$ cat src/rtl/sap_pkg.sv
// sap_pkg: opcodes, control-word bit positions and shared types for the SAP controller.
// Opcode 0011 is JMP only when SAP_CNTRL_JMP_EN is defined.
package sap_pkg;
    localparam logic [3:0] OP_LDA = 4'b0000;
    localparam logic [3:0] OP_ADD = 4'b0001;
    localparam logic [3:0] OP_SUB = 4'b0010;
    localparam logic [3:0] OP_JMP = 4'b0011;
    localparam logic [3:0] OP_OUT = 4'b1110;
    localparam logic [3:0] OP_HLT = 4'b1111;
    localparam int CP = 0;
    localparam int EP = 1;
    localparam int LM = 2;
    localparam int CE = 3;
    localparam int LI = 4;
    localparam int EI = 5;
    localparam int LA = 6;
    localparam int EA = 7;
    localparam int SU = 8;
    localparam int EU = 9;
    localparam int LB = 10;
    localparam int LO = 11;
    localparam int LP = 12;
    localparam int CTRL_W = 13;
    typedef logic [CTRL_W-1:0] ctrl_t;
    typedef enum logic [2:0] {T1, T2, T3, T4, T5, T6, HALTED} tstate_e;
    function automatic ctrl_t cw(input int unsigned b);
        return ctrl_t'(1) << b;
    endfunction
endpackage

$ cat src/rtl/sap_ring_counter.sv
// sap_ring_counter: T1..T6 ring with run gating, halt entry (HLT at T4 or pending halt at T6)
// and the one-hot t_state view.
module sap_ring_counter
    import sap_pkg::*;
(
    input  logic       CLK,
    input  logic       RESET,
    input  logic       run,
    input  logic       halt_req,
    input  logic       hlt,
    output tstate_e    state,
    output logic [5:0] t_state
);
    tstate_e state_n;
    logic    halt_pend;
    always_comb begin
        state_n = state;
        if (run && state != HALTED)
            state_n = ((state == T4 && hlt) || (state == T6 && (halt_pend || halt_req))) ? HALTED :
                      state == T6 ? T1 : tstate_e'(state + 3'd1);
    end
    // A request is held until the ring actually enters HALTED.
    always_ff @(posedge CLK or posedge RESET) begin
        if (RESET) begin
            state     <= T1;
            halt_pend <= 1'b0;
        end else begin
            state     <= state_n;
            halt_pend <= (halt_pend || halt_req) && state_n != HALTED;
        end
    end
    assign t_state = state == HALTED ? 6'd0 : 6'b1 << state;
endmodule

$ cat src/rtl/sap_controller.sv
// sap_controller: SAP-1 sequencer decoding the opcode into the 13-bit control word.
// Define SAP_CNTRL_JMP_EN to enable JMP (0011) and the Lp control bit.
module sap_controller
    import sap_pkg::*;
(
    input  logic       CLK,
    input  logic       RESET,
    input  logic       run,
    input  logic       halt_req,
    input  logic [3:0] opcode,
    output logic [12:0] ctrl,
    output logic [5:0] t_state,
    output logic       instr_done,
    output logic       halted
);
    tstate_e    state;
    logic [3:0] op_q;
    logic [3:0] op;
    ctrl_t      c;
    sap_ring_counter u_ring (
        .CLK(CLK),
        .RESET(RESET),
        .run(run),
        .halt_req(halt_req),
        .hlt(opcode == OP_HLT),
        .state(state),
        .t_state(t_state)
    );
    always_ff @(posedge CLK or posedge RESET) begin
        if (RESET) op_q <= '0;
        else if (run && state == T4) op_q <= opcode;
    end
    // T4 decodes the live IR nibble; later states use the copy taken on the T4 edge.
    assign op = state == T4 ? opcode : op_q;
    always_comb begin
        c = '0;
        case (state)
            T1: c = cw(EP) | cw(LM);
            T2: c = cw(CP);
            T3: c = cw(CE) | cw(LI);
            T4: case (op)
                OP_LDA, OP_ADD, OP_SUB: c = cw(EI) | cw(LM);
                OP_OUT: c = cw(EA) | cw(LO);
`ifdef SAP_CNTRL_JMP_EN
                OP_JMP: c = cw(EI) | cw(LP);
`endif
                default: c = '0;
            endcase
            T5: case (op)
                OP_LDA: c = cw(CE) | cw(LA);
                OP_ADD, OP_SUB: c = cw(CE) | cw(LB);
                default: c = '0;
            endcase
            T6: case (op)
                OP_ADD: c = cw(EU) | cw(LA);
                OP_SUB: c = cw(EU) | cw(LA) | cw(SU);
                default: c = '0;
            endcase
            default: c = '0;
        endcase
    end
    assign ctrl       = (run && !RESET) ? c : '0;
    assign instr_done = run && state == T6;
    assign halted     = state == HALTED;
endmodule

$ cat config.mk
export PLATFORM = sky130hd
export DESIGN_NAME = sap_controller
export DESIGN_NICKNAME = d
export VERILOG_FILES = /design/src/rtl/sap_pkg.sv /design/src/rtl/sap_ring_counter.sv /design/src/rtl/sap_controller.sv
export SDC_FILE = /design/constraint.sdc
export NUM_CORES = 1
export LEC_CHECK = 0
export ABC_AREA = 1
export ABC_CLOCK_PERIOD_IN_PS = 4000
export CAP_MARGIN = 30
export CORE_MARGIN = 1.5
export CORE_UTILIZATION = 30
export DETAILED_ROUTE_END_ITERATION = 6
export SKIP_LAST_GASP = 1
export SLEW_MARGIN = 0
export SYNTH_ARGS = -nofsm -noshare
export SYNTH_HDL_FRONTEND = slang
export SYNTH_SLANG_ARGS = --single-unit
$ cat constraint.sdc
create_clock -name CLK -period 4 [get_ports CLK]
set_input_delay 1 -clock CLK [delete_from_list [all_inputs] [get_ports CLK]]
set_output_delay 1 -clock CLK [all_outputs]
set_load 0.05 [all_outputs]
==> results.txt <==
* Run status: finished clean
* Number of max-slew violations in the final report: 0
- Synthesis handed over a netlist of 106 instances.
- Vias per cell: 4.53
- From bottom edge to top edge, the die measures around 52 µm.
- The final layout contains routed wiring with a total length of about 1700 µm.
- The congestion estimate from routability-driven global placement came to about 0.84.
* Synthesized-area fraction occupied by adder cells: 0.0174
- After clock tree synthesis, the flow added hold-fix buffers numbering 0.
* Signed area change from the synthesized netlist to the final layout: 56.3%
- For this configuration, the core starts out at a cell density of 0.322.
- For the pin with the worst max-slew slack, the measured transition is roughly 0.51 ns.
- Most numerous cell on the critical path: sky130_fd_sc_hd__clkdlybuf4s50_1
- The largest total area in the synthesized netlist belongs to sky130_fd_sc_hd__dfrtp_1.
- For this run, the slowest stage of the critical path takes 0.81 ns.
* Total of endpoints with negative setup slack in the final report: 0
- The detailed router placed around 730 vias in this run.
- The repair_antennas step left the layout with diodes totalling 0.
- By area, the combinational part of the netlist is dominated by simple AND/OR/NAND/NOR gates.
* Post-DR wirelength/cell: between 10 and 15 µm
- Data on the critical path arrives at its endpoint at about 2.6 ns.
- The portion of synthesized area spent on multiplexers is 0.
- After clock tree synthesis, the clock-pin slew on the worst setup and hold paths is roughly 0.06 ns.
- In this run the power density over the cells is approximately 660 mW/mm².
- The Yosys step of the flow raised 0 warnings.
- Yosys mapped the design onto 26 distinct sky130hd cell types.
* CTS H-tree lvls: 1
* Final core utilization: 0.503
* Fill cells: approximately 240
* Dominant cell by count in the synthesized netlist: sky130_fd_sc_hd__nand2_1
- The cell family contributing the most delay on the critical path is buffers and inverters.
- TritonCTS clock tree: done
- IR analysis of the VDD net gives a maximum drop of 0.336 mV.
- At the end of the flow, the number of nets in the layout was around 140.
* Number of global-route vias before repair: 732
- The first detailed-routing pass took 4 iterations.
* Synth Area in Simple Gates: 0.366
- Count of non-filler cells in the finished layout: 160
* Initial antenna violation count: 0
- The count of endpoints failing hold in the final timing report came to 0.
- Based on the critical path, the design can be clocked at up to roughly 0.28 GHz.
- In this run the worst path has a maximum fanout of 7.
* Num rows: 17
- During placement, the flow inserted port buffers numbering 27.
- RSZ-0062 raised after global routing: false
- Share of synthesized registers carrying an async set or reset: 1.00
- Across every metal layer, demand over resource in global routing totals 0.151.
- Flip-flop cell with the highest count after synthesis: sky130_fd_sc_hd__dfrtp_1
- Core area: approximately 0.0022 mm²
- The floorplan step set the die width to 51.9 µm.
- For this design, the slowest cell found on the critical path is sky130_fd_sc_hd__clkdlybuf4s50_1.
- Syn nets: roughly 120
- The min-delay analysis places its worst path in the category flip-flop to flip-flop.
- Cells after DPL: roughly 160
* Half-perimeter wire length of the detailed placement result: between 1000 and 1500 µm
- Of the cells placed in the final design, the portion with a size suffix greater than 1 is 0.295.
- The compound-cell area share of the yosys netlist came to 0.159.
- After synthesis the cells add up to approximately 720 µm².
- The worst pin sits at a relative slew slack of 0.654.
- For this run the aggregate overflow at the end of global routing stands at 0.
- 29 I/O pins were placed.
- The first global-routing pass estimated 3130 µm of wire.
- Final min period: ~3.6 ns
- The sequential cells in the finished layout cover a total of 200 µm².
* Critical path start-end classification: input pin to output port
* Worst Path Required: around 3.0 ns
- Setup TNS after final layout: 0 ns
- Post-synthesis sequential area ratio: 0.279
* Post-route DRC: 0
- Area of the die: 0.00270 mm²
* Area of combinational cells with multiple inputs: around 400 µm²
- Number of gates given a new drive strength after cts: 0
- Crit path capture type: output port
- Number of maximum-capacitance constraint violations: 0
- The tree is rooted in a sky130_fd_sc_hd__clkbuf_4.
- Post-synth EDFFs: 0
* Clk sink count: 8
* Top cells by count, synth: sky130_fd_sc_hd__nand2_1, sky130_fd_sc_hd__inv_1, sky130_fd_sc_hd__nor2_1
* Post-synthesis share of cell area spent on xor and xnor gates: 0
- Area share of the largest cell type after synthesis: 0.279
* Initial detailed-routing violation count: 13
- Yosys attributes the largest share of cell area to sky130_fd_sc_hd__dfrtp_1, sky130_fd_sc_hd__nand2_1, sky130_fd_sc_hd__inv_1.
- Clock latency of the later-clocked register in the worst-skew pair: approximately 0.25 ns
- Maximum number of pins on one net before global-route repair: 12
- A synthesized cell averages around 6.8 µm².
* Number of buffers created by CTS: 3
- STA classifies the critical path startpoint as an input pin.
- Final clock period utilization by the worst path: 0.901
- Register bit total from synthesis: 8
- Worst Clk Skew: approximately 0.0066 ns
- Crit-path cells: clkdlybuf4s50_1 > inv_1 > nor2_1 > clkdlybuf4s50_1
- Power comes to around 0.74 mW.
* CTS max path bufs: 2
- Together, buffers and inverters on the worst path number 3.
- The detail route stage leaves a number of antenna-violating nets equal to 0.
- After clock tree synthesis, the setup repair step added 0 buffers.
- Summed over all cells, the static leakage comes to about 0.52 nW.
flip-flops by register name, summed over array words and instances (netlist names):
| name | count |
|---|---|
| u_ring.state | 3 |
| op_q | 4 |
| u_ring.halt_pend | 1 |
through the flow:
stage	hold slack (ns)	setup WS, ns	area, µm²
4_1_cts	0.514	0.381	1120
6_report	0.511	0.394	1120
5_1_grt	0.569	0.287	1120
3_3_place_gp	0.495	0.437	1100
2_1_floorplan	0.476	0.106	731
3_5_place_dp	0.501	0.400	1100
worst reg2reg max path, stage by stage, from the launching register on:
cell,delay [ns]
sky130_fd_sc_hd__dfrtp_1,0.55
sky130_fd_sc_hd__nand2_1,0.08
sky130_fd_sc_hd__inv_1,0.07
sky130_fd_sc_hd__ha_1,0.48
sky130_fd_sc_hd__nand2_4,0.09
sky130_fd_sc_hd__nor2_1,0.17
sky130_fd_sc_hd__nor2_2,0.08
sky130_fd_sc_hd__nand2_1,0.06
sky130_fd_sc_hd__nand2_1,0.06
sky130_fd_sc_hd__nor2_1,0.12
sky130_fd_sc_hd__a21oi_1,0.08
cells by family (layout without fill, tap and decap cells):
kind of cell / count (synthesis) / after routing
AND/OR/NAND/NOR: 52 / 52
buffers and inverters: 27 / 53
AO/OA/AOI/OAI: 17 / 17
flip-flops: 8 / 8
adder cells (fa/ha/maj): 1 / 1
other: 1 / 1
worst paths after layout:
check,cells past startpoint,endpoint,from,slack (ns)
worst max-delay path,4,instr_done,run,0.39
worst min-delay path,2,op_q[1]$_DFFE_PP0P_,op_q[1]$_DFFE_PP0P_,0.51
worst max register to register,10,u_ring.halt_pend$_DFF_PP0_,u_ring.state[1]$_DFF_PP0_,2.05
worst min register to register,2,op_q[1]$_DFFE_PP0P_,op_q[1]$_DFFE_PP0P_,0.51
max in group asynchronous,3,op_q[2]$_DFFE_PP0P_,RESET,2.75
min in group asynchronous,3,op_q[1]$_DFFE_PP0P_,RESET,1.11
placed cells by master, fill, tap and decap left out:
cell,count
sky130_fd_sc_hd__buf_4,4
sky130_fd_sc_hd__nand4_1,1
sky130_fd_sc_hd__a21oi_1,4
sky130_fd_sc_hd__o21ai_2,6
sky130_fd_sc_hd__nand2_1,20
sky130_fd_sc_hd__nand2_4,1
sky130_fd_sc_hd__nor4_2,2
sky130_fd_sc_hd__ha_1,1
sky130_fd_sc_hd__nor3_2,3
sky130_fd_sc_hd__nor3_1,3
sky130_fd_sc_hd__clkbuf_4,3
sky130_fd_sc_hd__clkdlybuf4s50_1,15
sky130_fd_sc_hd__nor2_4,1
sky130_fd_sc_hd__conb_1,1
sky130_fd_sc_hd__or2_1,1
sky130_fd_sc_hd__nand3_2,1
sky130_fd_sc_hd__nor2_2,1
sky130_fd_sc_hd__nor2_1,13
sky130_fd_sc_hd__o21ai_0,5
sky130_fd_sc_hd__inv_1,16
sky130_fd_sc_hd__nor4_1,1
sky130_fd_sc_hd__o21a_1,1
sky130_fd_sc_hd__a21oi_2,1
sky130_fd_sc_hd__or2_4,1
sky130_fd_sc_hd__inv_2,5
sky130_fd_sc_hd__nand3_1,3
sky130_fd_sc_hd__buf_12,10
sky130_fd_sc_hd__dfrtp_1,8
power by group:
group / internal, mW / leakage [nW] / switching [mW] / total, mW
Sequential: 0.121 / 0.0940 / 0.0504 / 0.171
Clock: 0.0343 / 0.0138 / 0.0270 / 0.0613
Combinational: 0.174 / 0.415 / 0.330 / 0.504
layout make-up:
type                            instances  share of cell area
Sequential cell                         8               0.178
Tap cell                               28              0.0312
Clock buffer                            3              0.0201
Timing Repair Buffer                   29               0.339
Inverter                               21              0.0702
Multi-Input combinational cell         71               0.361
layer usage:
layer  vias to the layer above  share of wire  global-route usage
met1                       319           0.44               0.189
met5                         -              0                   0
met2                        19           0.50               0.264
li1                        385              -                   -
met3                         2          0.055              0.0172
met4                         0         0.0059              0.0526
(Power assumes the default switching activity.)
==> edit, RTL diff (config.mk and constraints unchanged) <==
Add an input register stage for `run`, `halt_req` and `opcode`, cleared by the reset; this delays them by one clock.
--- a/src/rtl/sap_controller.sv
+++ b/src/rtl/sap_controller.sv
@@ -13,6 +13,23 @@
     output logic       instr_done,
     output logic       halted
 );
+
+    logic run_q;
+    logic halt_req_q;
+    logic [3:0] opcode_q;
+
+    always_ff @(posedge CLK or posedge RESET) begin
+        if (RESET) begin
+            run_q      <= '0;
+            halt_req_q <= '0;
+            opcode_q   <= '0;
+        end else begin
+            run_q      <= run;
+            halt_req_q <= halt_req;
+            opcode_q   <= opcode;
+        end
+    end
+
     tstate_e    state;
     logic [3:0] op_q;
     logic [3:0] op;
@@ -20,18 +37,18 @@
     sap_ring_counter u_ring (
         .CLK(CLK),
         .RESET(RESET),
-        .run(run),
-        .halt_req(halt_req),
-        .hlt(opcode == OP_HLT),
+        .run(run_q),
+        .halt_req(halt_req_q),
+        .hlt(opcode_q == OP_HLT),
         .state(state),
         .t_state(t_state)
     );
     always_ff @(posedge CLK or posedge RESET) begin
         if (RESET) op_q <= '0;
-        else if (run && state == T4) op_q <= opcode;
+        else if (run_q && state == T4) op_q <= opcode_q;
     end
     // T4 decodes the live IR nibble; later states use the copy taken on the T4 edge.
-    assign op = state == T4 ? opcode : op_q;
+    assign op = state == T4 ? opcode_q : op_q;
     always_comb begin
         c = '0;
         case (state)
@@ -59,8 +76,8 @@
             default: c = '0;
         endcase
     end
-    assign ctrl       = (run && !RESET) ? c : '0;
-    assign instr_done = run && state == T6;
+    assign ctrl       = (run_q && !RESET) ? c : '0;
+    assign instr_done = run_q && state == T6;
     assign halted     = state == HALTED;
 endmodule
 
Check against the original RTL: not equivalent (a bounded check fails within 4 cycles, from zero or initial values and one cycle with RESET high).
==> edit against the unedited design <==
Sequential cell count grew 6; area after synthesis up 24%; total power up 13%; clock skew fell by 0.0038 ns; largest power group unchanged; cell area rose by 19%; wire length grew 4.8%; setup slack improved by 0.16 ns.
==> edit: results (changes against the unedited design) <==
outcome: "finished clean"
die_width_um: 57.5  # +11%
buffers_excl_clock: 30  # +3.4%
power_leakage_nw: 0.627  # +20%
hp-start: "opcode_q[1]$_DFF_PP0_"
wl_met1_um: 790  # +4.6%
grt_start_max_net_pins: 16  # +4
fin_worst_skew_ns: 0.00287  # -0.00378 ns
synth.top_cells.by_area: "sky130_fd_sc_hd__dfrtp_1 (39%), sky130_fd_sc_hd__nand2_1 (8.8%), sky130_fd_sc_hd__inv_1 (6.3%)"
nets: 152  # +6.3%
grtUsageMet3_pct: 1.13  # -0.59 points
switching_share_pct: 49.4  # -5.9 points
drive_above_1_share_pct: 31.7  # +2.1 points
grt_first_pass_wirelength_um: 3350  # +7.1%
timing.critical_path.from: "RESET"
crit_end: "ctrl[8]"
worst_vdd_ir_uv: 435  # +29%
drt_first_iter_violations: 22  # +9
route.final.wire_length_um: 1790  # +4.8%
path_clk_slew_ns: 0.08  # +0.02 ns
place.gp.congestion: 0.743  # -12%
synthCells: 114  # +7.5%
post-dp-hpwl_um: 1500  # +2.8%
insertion_delay_ns: 0.27  # +0.02 ns
place.detailed.instances: 169  # +7.6%
synth_compound_area_share_pct: 10.8  # -5.1 points
seq_area_frac_synth_pct: 39.3  # +11 points
area_growth_syn_to_layout_pct: 49.6
timing.critical_path.arrival_ns: 2.44  # -0.17 ns
clock-sinks: 14  # +6
multi_input_comb_cells: 75  # +5.6%
-- edit: worst reg2reg max path: stages, from the launching register on --
cell	delay, ns
sky130_fd_sc_hd__dfrtp_1	0.57
sky130_fd_sc_hd__nand2_1	0.10
sky130_fd_sc_hd__inv_1	0.06
sky130_fd_sc_hd__ha_1	0.45
sky130_fd_sc_hd__nand2_1	0.16
sky130_fd_sc_hd__nor2_1	0.14
sky130_fd_sc_hd__nor2_1	0.08
sky130_fd_sc_hd__nand2_1	0.06
sky130_fd_sc_hd__nand2_1	0.06
sky130_fd_sc_hd__nor2_1	0.10
sky130_fd_sc_hd__a21oi_1	0.07
-- edit: through the flow --
step	hold WS, ns	TNS [ns]	power [mW]
5_1_grt	0.501	0	0.906
2_1_floorplan	0.442	-0.0365	0.620
3_5_place_dp	0.459	0	0.738
6_report	0.479	0	0.830
4_1_cts	0.481	0	0.840
3_3_place_gp	0.454	0	0.729
